File: src/rtl/vga_timing_if.sv
// Raster timing bundle: pixel-request stream (req_*) plus the aligned video/sync side.
interface vga_timing_if #(
    parameter int COORD_W = 10,
    parameter int FRAME_W = 16
);
    logic               req_valid;
    logic [COORD_W-1:0] req_x;
    logic [COORD_W-1:0] req_y;
    logic               h_sync;
    logic               v_sync;
    logic               disp_ena;
    logic [COORD_W-1:0] column;
    logic [COORD_W-1:0] row;
    logic               line_start;
    logic               frame_start;
    logic [FRAME_W-1:0] frame_count;

    modport master (
        output req_valid, req_x, req_y, h_sync, v_sync, disp_ena,
               column, row, line_start, frame_start, frame_count
    );
    modport slave (
        input  req_valid, req_x, req_y, h_sync, v_sync, disp_ena,
               column, row, line_start, frame_start, frame_count
    );
endinterface

File: src/rtl/vga_timing_gen.sv
// Parametrised raster timing generator: req_* stream leads the video/sync outputs by
// LATENCY enabled cycles so an external pixel pipeline of that depth lines up exactly.
module vga_timing_gen #(
    parameter int   H_PIXELS = 640,
    parameter int   H_FP     = 16,
    parameter int   H_PULSE  = 96,
    parameter int   H_BP     = 48,
    parameter int   V_PIXELS = 480,
    parameter int   V_FP     = 10,
    parameter int   V_PULSE  = 2,
    parameter int   V_BP     = 33,
    parameter logic H_POL    = 1'b0,
    parameter logic V_POL    = 1'b0,
    parameter int   COORD_W  = 10,
    parameter int   LATENCY  = 2,
    parameter int   FRAME_W  = 16
) (
    input  logic         pixel_clk,
    input  logic         reset,
    input  logic         enable,
    vga_timing_if.master vid
);
    localparam int H_PERIOD = H_PIXELS + H_FP + H_PULSE + H_BP;
    localparam int V_PERIOD = V_PIXELS + V_FP + V_PULSE + V_BP;
    localparam int HC_W     = $clog2(H_PERIOD);
    localparam int VC_W     = $clog2(V_PERIOD);

    // Region boundaries carry one spare bit so a zero-length back porch cannot wrap them.
    localparam logic [HC_W:0]   H_ACT_END  = (HC_W+1)'(H_PIXELS);
    localparam logic [HC_W:0]   H_FP_END   = (HC_W+1)'(H_PIXELS + H_FP);
    localparam logic [HC_W:0]   H_SYNC_END = (HC_W+1)'(H_PIXELS + H_FP + H_PULSE);
    localparam logic [VC_W:0]   V_ACT_END  = (VC_W+1)'(V_PIXELS);
    localparam logic [VC_W:0]   V_FP_END   = (VC_W+1)'(V_PIXELS + V_FP);
    localparam logic [VC_W:0]   V_SYNC_END = (VC_W+1)'(V_PIXELS + V_FP + V_PULSE);
    localparam logic [HC_W-1:0] H_LAST     = HC_W'(H_PERIOD - 1);
    localparam logic [VC_W-1:0] V_LAST     = VC_W'(V_PERIOD - 1);

    if (((2 ** COORD_W) < H_PIXELS) || ((2 ** COORD_W) < V_PIXELS)) begin : g_coord_chk
        $error("vga_timing_gen: COORD_W too narrow for H_PIXELS/V_PIXELS");
    end
    if ((LATENCY < 1) || (LATENCY > 8)) begin : g_lat_chk
        $error("vga_timing_gen: LATENCY must be 1..8");
    end

    typedef enum logic [1:0] {ACTIVE, FP, SYNC, BP} region_t;

    typedef struct packed {
        logic               vld;
        logic [COORD_W-1:0] x;
        logic [COORD_W-1:0] y;
        logic               hs;
        logic               vs;
        logic               ls;
        logic               fs;
    } stage_t;

    function automatic region_t h_region(input logic [HC_W-1:0] h);
        if ({1'b0, h} < H_ACT_END)       return ACTIVE;
        else if ({1'b0, h} < H_FP_END)   return FP;
        else if ({1'b0, h} < H_SYNC_END) return SYNC;
        else                             return BP;
    endfunction

    function automatic region_t v_region(input logic [VC_W-1:0] v);
        if ({1'b0, v} < V_ACT_END)       return ACTIVE;
        else if ({1'b0, v} < V_FP_END)   return FP;
        else if ({1'b0, v} < V_SYNC_END) return SYNC;
        else                             return BP;
    endfunction

    logic [HC_W-1:0]    h_cnt, h_cnt_nxt;
    logic [VC_W-1:0]    v_cnt, v_cnt_nxt;
    region_t            h_state, h_state_nxt, v_state, v_state_nxt;
    logic               h_act, h_sy, v_act, v_sy;
    stage_t             dec;
    stage_t             st_p0;
    stage_t             dly_pn [1:LATENCY];
    logic [FRAME_W-1:0] frame_cnt;

    always_comb begin
        h_cnt_nxt = (h_cnt == H_LAST) ? '0 : h_cnt + 1'b1;
        v_cnt_nxt = v_cnt;
        if (h_cnt == H_LAST) v_cnt_nxt = (v_cnt == V_LAST) ? '0 : v_cnt + 1'b1;
    end

    always_ff @(posedge pixel_clk) begin
        if (reset) begin
            h_cnt   <= '0;
            v_cnt   <= '0;
            h_state <= ACTIVE;
            v_state <= ACTIVE;
        end else if (enable) begin
            h_cnt   <= h_cnt_nxt;
            v_cnt   <= v_cnt_nxt;
            h_state <= h_state_nxt;
            v_state <= v_state_nxt;
        end
    end

    // The region follows the counter, so it advances ACTIVE -> FP -> SYNC -> BP -> ACTIVE.
    always_comb begin
        h_state_nxt = h_region(h_cnt_nxt);
        v_state_nxt = v_region(v_cnt_nxt);
    end

    always_comb begin
        h_act = (h_state == ACTIVE);
        h_sy  = (h_state == SYNC);
        v_act = (v_state == ACTIVE);
        v_sy  = (v_state == SYNC);
    end

    always_comb begin
        dec     = '0;
        dec.vld = h_act && v_act;
        dec.x   = dec.vld ? COORD_W'(h_cnt) : '0;
        dec.y   = dec.vld ? COORD_W'(v_cnt) : '0;
        dec.hs  = h_sy;
        dec.vs  = v_sy;
        dec.ls  = (h_cnt == '0);
        dec.fs  = (h_cnt == '0) && (v_cnt == '0);
    end

    // Stage 0 (request side) and LATENCY delay stages (video side); all hold when disabled.
    always_ff @(posedge pixel_clk) begin
        if (reset) begin
            st_p0 <= '0;
            for (int i = 1; i <= LATENCY; i++) dly_pn[i] <= '0;
        end else if (enable) begin
            st_p0     <= dec;
            dly_pn[1] <= st_p0;
            for (int i = 2; i <= LATENCY; i++) dly_pn[i] <= dly_pn[i-1];
        end
    end

    always_ff @(posedge pixel_clk) begin
        if (reset)                              frame_cnt <= '0;
        else if (enable && dly_pn[LATENCY].fs) frame_cnt <= frame_cnt + 1'b1;
    end

    assign vid.req_valid   = st_p0.vld;
    assign vid.req_x       = st_p0.x;
    assign vid.req_y       = st_p0.y;
    assign vid.disp_ena    = dly_pn[LATENCY].vld;
    assign vid.column      = dly_pn[LATENCY].x;
    assign vid.row         = dly_pn[LATENCY].y;
    assign vid.h_sync      = dly_pn[LATENCY].hs ? H_POL : ~H_POL;
    assign vid.v_sync      = dly_pn[LATENCY].vs ? V_POL : ~V_POL;
    assign vid.line_start  = dly_pn[LATENCY].ls;
    assign vid.frame_start = dly_pn[LATENCY].fs;
    assign vid.frame_count = frame_cnt;
endmodule

File: src/flat_wrapper.sv
// flat-port wrapper written by rule: the top's interface ports become plain ports
module vga_timing_gen_flat 
#(
    parameter int   H_PIXELS = 640,
    parameter int   H_FP     = 16,
    parameter int   H_PULSE  = 96,
    parameter int   H_BP     = 48,
    parameter int   V_PIXELS = 480,
    parameter int   V_FP     = 10,
    parameter int   V_PULSE  = 2,
    parameter int   V_BP     = 33,
    parameter logic H_POL    = 1'b0,
    parameter logic V_POL    = 1'b0,
    parameter int   COORD_W  = 10,
    parameter int   LATENCY  = 2,
    parameter int   FRAME_W  = 16
)
  (pixel_clk, reset, enable, vid_req_valid, vid_req_x, vid_req_y, vid_h_sync, vid_v_sync, vid_disp_ena, vid_column, vid_row, vid_line_start, vid_frame_start, vid_frame_count);
  vga_timing_if #(.COORD_W(COORD_W), .FRAME_W(FRAME_W)) vid_i ();
  input  logic pixel_clk;
  input  logic reset;
  input  logic enable;
  output wire logic [$bits(vid_i.req_valid)-1:0] vid_req_valid;
  output wire logic [$bits(vid_i.req_x)-1:0] vid_req_x;
  output wire logic [$bits(vid_i.req_y)-1:0] vid_req_y;
  output wire logic [$bits(vid_i.h_sync)-1:0] vid_h_sync;
  output wire logic [$bits(vid_i.v_sync)-1:0] vid_v_sync;
  output wire logic [$bits(vid_i.disp_ena)-1:0] vid_disp_ena;
  output wire logic [$bits(vid_i.column)-1:0] vid_column;
  output wire logic [$bits(vid_i.row)-1:0] vid_row;
  output wire logic [$bits(vid_i.line_start)-1:0] vid_line_start;
  output wire logic [$bits(vid_i.frame_start)-1:0] vid_frame_start;
  output wire logic [$bits(vid_i.frame_count)-1:0] vid_frame_count;
  assign vid_req_valid = vid_i.req_valid;
  assign vid_req_x = vid_i.req_x;
  assign vid_req_y = vid_i.req_y;
  assign vid_h_sync = vid_i.h_sync;
  assign vid_v_sync = vid_i.v_sync;
  assign vid_disp_ena = vid_i.disp_ena;
  assign vid_column = vid_i.column;
  assign vid_row = vid_i.row;
  assign vid_line_start = vid_i.line_start;
  assign vid_frame_start = vid_i.frame_start;
  assign vid_frame_count = vid_i.frame_count;
  vga_timing_gen #(.H_PIXELS(H_PIXELS), .H_FP(H_FP), .H_PULSE(H_PULSE), .H_BP(H_BP), .V_PIXELS(V_PIXELS), .V_FP(V_FP), .V_PULSE(V_PULSE), .V_BP(V_BP), .H_POL(H_POL), .V_POL(V_POL), .COORD_W(COORD_W), .LATENCY(LATENCY), .FRAME_W(FRAME_W)) u_core (.pixel_clk(pixel_clk), .reset(reset), .enable(enable), .vid(vid_i));
endmodule
File: config.mk
export PLATFORM = sky130hd
export DESIGN_NAME = vga_timing_gen_flat
export DESIGN_NICKNAME = d
export VERILOG_FILES = /design/src/rtl/vga_timing_if.sv /design/src/rtl/vga_timing_gen.sv /design/src/flat_wrapper.sv
export SDC_FILE = /design/constraint.sdc
export NUM_CORES = 1
export LEC_CHECK = 0
export ABC_AREA = 1
export BUFFER_PORTS_ARGS = -buffer_cell sky130_fd_sc_hd__buf_2
export CORE_MARGIN = 2
export CORE_UTILIZATION = 45
export CTS_CLUSTER_SIZE = 30
export DETAILED_ROUTE_END_ITERATION = 12
export SLEW_MARGIN = 40
export SYNTH_ARGS = -nofsm -noshare
export SYNTH_HDL_FRONTEND = slang
export SYNTH_SLANG_ARGS = --single-unit
File: constraint.sdc
create_clock -name pixel_clk -period 3 [get_ports pixel_clk]
set_input_delay 0.6 -clock pixel_clk [delete_from_list [all_inputs] [get_ports pixel_clk]]
set_output_delay 0.6 -clock pixel_clk [all_outputs]
set_load 0.05 [all_outputs]
==> impl_metrics.ini <==
[outcome]
status = completed

[power]
leakagePower_nw = 2.439
power_density_mw_per_mm2 = 633.5
power_frac_seq_pct = 45.0
peakVddDrop_v = 0.0004367
comb_power_share_pct = 5.3
power_frac_clock_pct = 49.7
power.internal_w = 0.002920
switching_share_pct = 22.32
p_switching_w = 0.0008390

[sta]
slew_headroom_pct = 57.01
min_period_ps = 1978
rsz0062_at_grt = false
final-setup-viol-count = 0
period_share_pct = 65.93
finalHoldViolCount = 0
fmax_mhz = 505.6
fin_setup_tns_ps = 0
drv_slew = 0
worst_pin_slew_ps = 644.8
fin_skew_ps = 6.222

[synthesis]
seq_area_frac_synth_pct = 53.81
syn_inst = 611
avgSynthCellArea_um2 = 8.525
synth_cell_types = 29
synth_fp_nets = 619
synth-xor-area-share_pct = 0.5044
ys_ff_latch = 115
synth_compound_area_share_pct = 8.744
synth-simple-area-share_pct = 20.90
synth_top_area_share_pct = 28.83
syn_area_mm2 = 0.005209
synth_mux_area_share_pct = 0
synth_top_family_by_area = simple AND/OR/NAND/NOR gates
synth_area_leader_cell = edfxtp_1
yosys-top-cells-area = edfxtp_1 29%, dfxtp_1 25%, inv_1 7.7%, nor2_1 6.1%, nand2_1 5.9%
ys_warn_count = 0
synthAdderAreaFrac_pct = 1.201

[cts]
clock_sinks = 115
htree_levels = 4
post_cts_resized = 0
numCtsBuffers = 17
clkTransAtPathRegs_ps = 50
holdBufCountCts = 0
cts_tree = done
cts_buffer_depth = 2
clk_latency_ps = 400
post_cts_buffers = 0
cts_root_buf = clkbuf_16

[worst_hold_path]
hold_class = reg2reg
holdPathEnd = u_core.v_state[1]
hold_depth = 2
hold_path_startpoint = u_core.v_state[1]

[floorplanning]
die_y_um = 111.6
coreArea_mm2 = 0.01137
start_util_pct = 45.81
io_pins = 65
fp.dieArea_mm2 = 0.01245
fp.dieW_um = 111.6
rows = 39

[worst_setup_path]
crit_type = reg2reg
cp.required_ps = 3300
rr_worst_depth = 14
crit_fanout = 7
crit_arrival_ps = 2270
cp-start-kind = register
r2r-end = u_core.v_state[1]
reg2reg_slack_ps = 1020
worstReg2RegStart = u_core.h_cnt[0]
endpoint_kind = register

[drt]
vias = 3909
avgRoutedWirePerCell_um = 12.99
finalWirelength_um = 10380
firstDrtPassIters = 7
drt-initial-drc-count = 273
detail_route.vias_per_cell = 4.892
ant_nets = 0
drc = 0

[placement]
io_buffer_count = 64
hpwl_um = 7103
gp_congestion = 0.8701

[final_layout]
area_growth_pct = 13.91
layout_common_cells = 107 x inv_1, 84 x nor2_1, 82 x nand2_1
layout_commonest_cell = inv_1
drive_above_1_share_pct = 17.84
multi_input_area_mm2 = 0.001633
nFillCells = 1073
fin_util_pct = 52.18
seq_area_mm2 = 0.002803
fin_nets = 651
num_antenna_cells = 0

[global_route]
antenna_found_initial = 0
grt_util_all_layers_pct = 17.57
grt_max_degree = 64
grt_pass1_wl_um = 17510
overflow = 0
first_global_vias = 3654

[job]
cap_viol_max_count = 0
-- cell type report --
type	instances	area share, %
Clock buffer	20	7.360
Clock inverter	12	1.961
Inverter	112	7.128
Multi-Input combinational cell	330	27.52
Sequential cell	115	47.24
Tap cell	143	3.016
Timing Repair Buffer	67	5.778
-- cells in the mapped netlist, drive strengths merged --
master and count:
or3 1, clkinv 1, clkbuf 14, nand4 15, a211oi 1, nand3 28, dfxtp 65, inv 111
o21ai 26, nor3b 1, xor2 3, o22ai 33, ha 5, and2 1, edfxtp 50, nor3 11
a21oi 17, nor4 3, o32ai 3, nor2 92, nand2 90, buf 40
-- kinds of logic (layout without fill, tap and decap cells) --
kind of cell,count (synthesis),after routing
AOI/OAI and AO/OA,80,80
buffers and inverters,166,211
and+or+nand+nor,242,242
adders and majority gates,5,5
xor gates and xnor gates,3,3
DFF,115,115
-- worst max-delay path, stage by stage, from the launching register on --
cell     delay (ps)
dfxtp_1         350
ha_1            190
nand2_2         100
nor2_1          150
nand3_1         140
nor2_4          220
nand2_1          70
o21ai_0         210
inv_1            90
nand2_1          90
nor2_1           40
nor2_1           80
nand2_1          50
nand2_1          50
nand2_1          40
-- metal layers --
layer	track usage, %	vias up	share of wire (%)
met5	0	-	0
met4	6.831	0	1.4
met3	4.355	14	4.0
met2	27.76	94	47
met1	23.42	1787	48
li1	-	2014	-
-- state kept, by name, indices dropped and copies added, names as in the netlist --
signal and flops:
u_core.dly_pn 50, u_core.vid.frame_count 16, u_core.h_cnt 10, u_core.v_cnt 10, u_core.vid.req_x 10, u_core.vid.req_y 10
u_core.st_p0 4, u_core.h_state 2, u_core.v_state 2, u_core.vid.req_valid 1
-- worst max-delay path by stage --
stage	endpoint	cells past startpoint	from
6_report	u_core.v_state[1]	14	u_core.h_cnt[0]
2_1_floorplan	u_core.dly_pn[1][0]	3	enable
5_1_grt	u_core.v_state[1]	14	u_core.h_cnt[0]
3_5_place_dp	u_core.vid.frame_count[10]	10	enable
3_3_place_gp	u_core.dly_pn[2][20]	4	reset
4_1_cts	u_core.v_state[1]	13	u_core.h_cnt[0]
-- power by group through the flow --
stage / logic (W) / registers (W) / clock network (W)
after floorplan: 0.000159 / 0.00174 / 0
after global placement: 0.000200 / 0.00172 / 0
after detailed placement: 0.000200 / 0.00172 / 0
after CTS: 0.000201 / 0.00169 / 0.00190
after global routing: 0.000213 / 0.00170 / 0.00199
final: 0.000199 / 0.00169 / 0.00187
-- through the flow --
step	setup slack, ps	total power (W)	cell area, um^2	hold WS [ps]	std cells
after global placement	806.5	0.001922	5378	443.5	767
after detailed placement	981.7	0.001925	5380	451.7	767
final	1022	0.003759	5933	457.5	799
after CTS	1024	0.003798	5933	461.3	799
after global routing	785.8	0.003900	5933	501.4	799
after floorplan	228.7	0.001899	5209	425.8	611
(Power assumes the default switching activity.)
